<file path="config.mk">
export PLATFORM = sky130hd
export DESIGN_NAME = axis_pkt_fifo
export DESIGN_NICKNAME = d
export VERILOG_FILES = /design/src/rtl/axis_pkt_fifo.sv
export SDC_FILE = /design/constraint.sdc
export NUM_CORES = 1
export LEC_CHECK = 0
export ABC_AREA = 1
export BUFFER_PORTS_ARGS = -buffer_cell sky130_fd_sc_hd__clkbuf_2
export CAP_MARGIN = 0
export CORE_ASPECT_RATIO = 1.4
export CORE_MARGIN = 2
export CORE_UTILIZATION = 65
export CTS_BUF_LIST = sky130_fd_sc_hd__clkbuf_4 sky130_fd_sc_hd__clkbuf_8 sky130_fd_sc_hd__clkbuf_16
export DETAILED_ROUTE_END_ITERATION = 8
export HOLD_SLACK_MARGIN = 0.08
export PLACE_DENSITY_LB_ADDON = 0.12
export SLEW_MARGIN = 40
export SYNTH_ARGS = -nofsm -noshare
export SYNTH_HDL_FRONTEND = slang
export SYNTH_SLANG_ARGS = --single-unit
</file>
<file path="constraint.sdc">
create_clock -name clk -period 4.78 [get_ports clk]
set_input_delay 0.478 -clock clk [delete_from_list [all_inputs] [get_ports clk]]
set_output_delay 0.478 -clock clk [all_outputs]
set_load 0.01 [all_outputs]
</file>
<file path="src/rtl/axis_pkt_fifo.sv">
// ---------------------------------------------------------------------------
// axis_pkt_fifo
//   Synchronous AXI4-Stream FIFO with first-word-fall-through output, fill
//   level, almost-full/almost-empty flags and an optional store-and-forward
//   packet mode.
//
// Ports
//   clk, rst          clock (rising edge) and asynchronous active-high reset
//   s_tdata/s_tvalid/s_tlast/s_tready   upstream (write) stream
//   m_tdata/m_tvalid/m_tlast/m_tready   downstream (read) stream
//   full, empty, almost_full, almost_empty   status flags from the fill level
//   level             stored entries, 0..DEPTH
//   pkt_count         number of tlast beats currently stored
// ---------------------------------------------------------------------------
module axis_pkt_fifo #(
    parameter int DW          = 16,
    parameter int AW          = 4,
    parameter int PACKET_MODE = 0,
    parameter int AFULL_TH    = 2**AW - 2,
    parameter int AEMPTY_TH   = 2
) (
    input  logic          clk,
    input  logic          rst,
    input  logic [DW-1:0] s_tdata,
    input  logic          s_tvalid,
    input  logic          s_tlast,
    output logic          s_tready,
    output logic [DW-1:0] m_tdata,
    output logic          m_tvalid,
    output logic          m_tlast,
    input  logic          m_tready,
    output logic          full,
    output logic          empty,
    output logic          almost_full,
    output logic          almost_empty,
    output logic [AW:0]   level,
    output logic [AW:0]   pkt_count
);

    localparam int          DEPTH    = 2**AW;
    localparam logic [AW:0] DEPTH_L  = {1'b1, {AW{1'b0}}};
    localparam logic [AW:0] AFULL_L  = (AW+1)'(AFULL_TH);
    localparam logic [AW:0] AEMPTY_L = (AW+1)'(AEMPTY_TH);
    localparam logic [AW:0] ONE      = (AW+1)'(1);

    logic [DW:0]   mem [DEPTH];
    logic [AW:0]   wr_ptr, rd_ptr;
    logic [AW:0]   wr_ptr_nxt, rd_ptr_nxt, level_nxt;
    logic [DW:0]   rd_word;
    logic          wr_fire, rd_fire, rd_ok;

    assign wr_fire = s_tvalid && s_tready;
    assign rd_fire = m_tvalid && m_tready;

    // Extra pointer MSB tells a full FIFO (MSBs differ) from an empty one,
    // so the pointer difference is the exact fill level 0..DEPTH.
    assign level        = wr_ptr - rd_ptr;
    assign full         = (level == DEPTH_L);
    assign empty        = (level == '0);
    assign almost_full  = (level >= AFULL_L);
    assign almost_empty = (level <= AEMPTY_L);

    always_comb begin
        wr_ptr_nxt = wr_ptr;
        rd_ptr_nxt = rd_ptr;
        if (wr_fire) wr_ptr_nxt = wr_ptr + ONE;
        if (rd_fire) rd_ptr_nxt = rd_ptr + ONE;
        level_nxt  = wr_ptr_nxt - rd_ptr_nxt;
    end

    // In packet mode output is held until a whole packet is stored; a full
    // FIFO releases anyway so a packet larger than DEPTH cannot deadlock.
    always_comb begin
        rd_ok = !empty;
        if (PACKET_MODE != 0) rd_ok = !empty && ((pkt_count != '0) || full);
    end

    // Fall-through read straight from the head entry; gated to zero while
    // nothing is presented so outputs are clean during and after reset.
    assign rd_word  = mem[rd_ptr[AW-1:0]];
    assign m_tvalid = rd_ok;
    assign m_tdata  = rd_ok ? rd_word[DW-1:0] : '0;
    assign m_tlast  = rd_ok && rd_word[DW];

    always_ff @(posedge clk) begin
        if (wr_fire) mem[wr_ptr[AW-1:0]] <= {s_tlast, s_tdata};
    end

    // s_tready is registered from the next level so it equals !full from the
    // first edge after reset release without any path from s_tvalid.
    always_ff @(posedge clk or posedge rst) begin
        if (rst) begin
            wr_ptr    <= '0;
            rd_ptr    <= '0;
            pkt_count <= '0;
            s_tready  <= 1'b0;
        end else begin
            wr_ptr   <= wr_ptr_nxt;
            rd_ptr   <= rd_ptr_nxt;
            s_tready <= (level_nxt != DEPTH_L);
            if ((wr_fire && s_tlast) && !(rd_fire && m_tlast))
                pkt_count <= pkt_count + ONE;
            else if (!(wr_fire && s_tlast) && (rd_fire && m_tlast))
                pkt_count <= pkt_count - ONE;
        end
    end

endmodule

</file>
==> results_dict.tcl <==
set metrics [dict create \
    status "finished, final reports clean" \
    boundaryPins 54 \
    postCtsSetupRepairBufs 0 \
    yosys_warnings 0 \
    grt_usage_pct 29.1 \
    cts_tree "yes" \
    path_clk_slew_ns 0.06 \
    rows 59 \
    design.die.area_sq_um 19900 \
    fin_ws_ns 0.675 \
    die_y_microns 166 \
    antenna_found_initial 0 \
    pre_cts_slack_ns 0.809 \
    io_buffers 53 \
    synth.avg_cell_area_sq_um 12.2 \
    worstHoldPathCells 3 \
    num_vias 8015 \
    critPathCaptureType "output pin" \
    worstPathMaxFanout 53 \
    tns_ns 0 \
    ys_ff_latch 288 \
    setup_viol 0 \
    r2r-end "pkt_count[4]" \
    synth.distinct_cells 36 \
    finClkSkew_ns 0.00878 \
    die_w_microns 120 \
    multiInputGateArea_sq_um 3160 \
    min_from "m_tready" \
    grt_max_degree 91 \
    rr_worst_depth 17 \
    crit_arrival_ns 3.63 \
    p_leak_nw 5.13 \
    rsz0062_at_grt "no" \
    numCtsBuffers 26 \
    cts.sinks 288 \
    ys_seq_area_share_pct 70.4 \
    hpwl_microns 15700 \
    cp.required_ns 4.30 \
    drv_cap 0 \
    synth_flop_cell "edfxtp_1" \
    hold_end "rd_ptr[2]" \
    worstReg2RegStart "rd_ptr[0]" \
    drive_gt1_share_pct 14.2 \
    min_period_ns 4.10 \
    hold_class "input pin to register" \
    fin_util_pct 73.7 \
    synthArstFlopShare_pct 5.56 \
    via_per_inst 6.13 \
    syn_area_sq_um 12200 \
    cts_hold_buffers 1 \
    diodes 0 \
    hold_violations 0 \
    ant_nets 0 \
    syn-num-nets 1036 \
    power_density_nw_per_um2 671 \
    timing.slew.headroom_pct 51.1 \
    finalMaxSlewViolations 0 \
    drc_errors 0 \
    seq_area_sq_um 8570 \
    cts_max_level 1 \
    routedWlPerCell_microns 21.9 \
    wirelength_microns 28700 \
    area_delta_synth_final_pct 11.6 \
    cts_buffer_depth 3 \
    synth-edff-count 272 \
    grt_pass1_wl_microns 43700 \
    clock_latency_ns 0.53 \
    nets 1088 \
    ir_worst_vdd_mv 0.605 \
    grt_overflow 0 \
    finalCritPeriodShare_pct 85.9 \
    core_sq_um 18500 \
    start_util_pct 66.0 \
    gp_congestion 0.802 \
    drt_iter0_markers 899 \
    r2r_setup_slack_ns 0.77 \
    path_class "register to output pin" \
    drtPass1Iterations 5 \
    cts_root_buf "clkbuf_16" \
    tightest_slew_ns 0.733 \
    cts.repair.resized 0 \
    startpoint_type "register" \
    first_global_vias 8105 \
    netlist_instances 996 \
    max_freq_mhz 244 \
    fillers 1238 \
]
==> through the flow <==
step                area [sq um]  total power [mW]  hold slack, ns  std cells
floorplan                  12200              5.80           0.392        996
global placement           12700              6.79           0.475       1263
CTS                        13600              9.13           0.303       1308
detailed placement         12700              6.89           0.480       1263
global route               13600              9.64           0.327       1308
finish                     13600              9.12           0.321       1308
==> flip-flops by register name, summed over array words and instances (netlist names) <==
signal / flops
wr_ptr: 5
mem: 272
pkt_count: 5
s_tready: 1
rd_ptr: 5
==> layout make-up <==
class | count | area share (%)
sequential | 288 | 63.1
clock inverter | 12 | 1.54
clock buffer | 32 | 5.25
inverter | 41 | 1.15
timing repair buffer | 78 | 3.50
tap | 244 | 2.25
multi-input combinational | 613 | 23.3
==> worst max-delay path by stage <==
stage,end,cells past startpoint,startpoint,slack (ns)
4_1_cts,m_tdata[9],10,rd_ptr[0],0.65
3_5_place_dp,pkt_count[4],17,rd_ptr[0],0.81
6_report,m_tdata[9],10,rd_ptr[0],0.68
2_1_floorplan,pkt_count[4],20,rd_ptr[1],1.53
3_3_place_gp,pkt_count[4],17,rd_ptr[0],0.94
5_1_grt,s_tready,19,rd_ptr[0],0.48
==> critical path: stages, from the launching register on <==
cell      delay [ns]
dfrtp_4         0.85
ha_1            0.26
inv_1           0.07
fa_1            0.42
xor2_2          0.26
nor2_1          0.08
nand3_2         0.29
buf_4           0.31
nand3_1         0.09
nor2_1          0.26
clkbuf_2        0.20
==> cell usage in the layout (no fill, tap or decap), types with 2 or more instances in the layout <==
cell / instances
fa_1: 2
dfrtp_1: 14
buf_6: 2
nand3_2: 2
clkbuf_16: 27
nand2_1: 259
edfxtp_1: 272
clkbuf_2: 53
nor2_2: 17
xnor2_1: 3
buf_4: 21
o21ai_1: 6
inv_2: 6
a22o_1: 29
a21oi_1: 135
o21ai_0: 7
a22oi_1: 33
nand2_2: 2
clkinv_2: 2
nand3_1: 39
ha_1: 17
bufinv_16: 6
nor2_1: 40
clkbuf_4: 5
clkinv_1: 3
mux2i_1: 4
inv_1: 34
xor2_1: 6
nor3_1: 3
==> kinds of logic (layout without fill, tap and decap cells) <==
logic type / after synthesis / in the layout / synth area share [%]
AO/OA/AOI/OAI: 214 / 214 / 10.4
XOR/XNOR: 10 / 10 / 0.781
AND/OR/NAND/NOR: 366 / 366 / 12.0
multiplexers: 4 / 4 / 0.329
adder cells (fa/ha/maj): 19 / 19 / 2.08
buffers and inverters: 95 / 163 / 4.00
flip-flops: 288 / 288 / 70.4
==> synthesized netlist by cell type (5+ instances only) <==
| cell type | n | area (sq um) |
|---|---|---|
| a21oi_1 | 135 | 676 |
| buf_6 | 9 | 101 |
| dfrtp_1 | 16 | 400 |
| a22o_1 | 29 | 254 |
| a22oi_1 | 33 | 248 |
| o21ai_1 | 6 | 30.0 |
| nand3_1 | 39 | 195 |
| nand2_1 | 259 | 972 |
| edfxtp_1 | 272 | 8170 |
| ha_1 | 17 | 213 |
| o21ai_0 | 7 | 35.0 |
| buf_4 | 5 | 37.5 |
| clkbuf_1 | 5 | 18.8 |
| nor2_1 | 56 | 210 |
| xor2_1 | 6 | 52.6 |
| inv_2 | 6 | 22.5 |
| buf_2 | 33 | 165 |
| inv_1 | 34 | 128 |
==> power breakdown <==
group | switching, mW | internal, mW | total [mW] | leakage, nW
combinational | 2.44 | 1.23 | 3.67 | 2.04
sequential | 0.178 | 3.04 | 3.22 | 2.64
clock | 0.866 | 1.38 | 2.24 | 0.453
total | 3.48 | 5.64 | 9.12 | 5.13
==> per-layer routing <==
layer  global-route usage, %  vias up  wire length [microns]
met5                       0        -                      0
met4                    8.54        0                    749
met3                    4.02       66                   2030
met2                    50.2      355                  14700
met1                    38.9     3930                  11200
li1                        -     3664                      -
No activity file was read; power rests on OpenSTA's default activity.
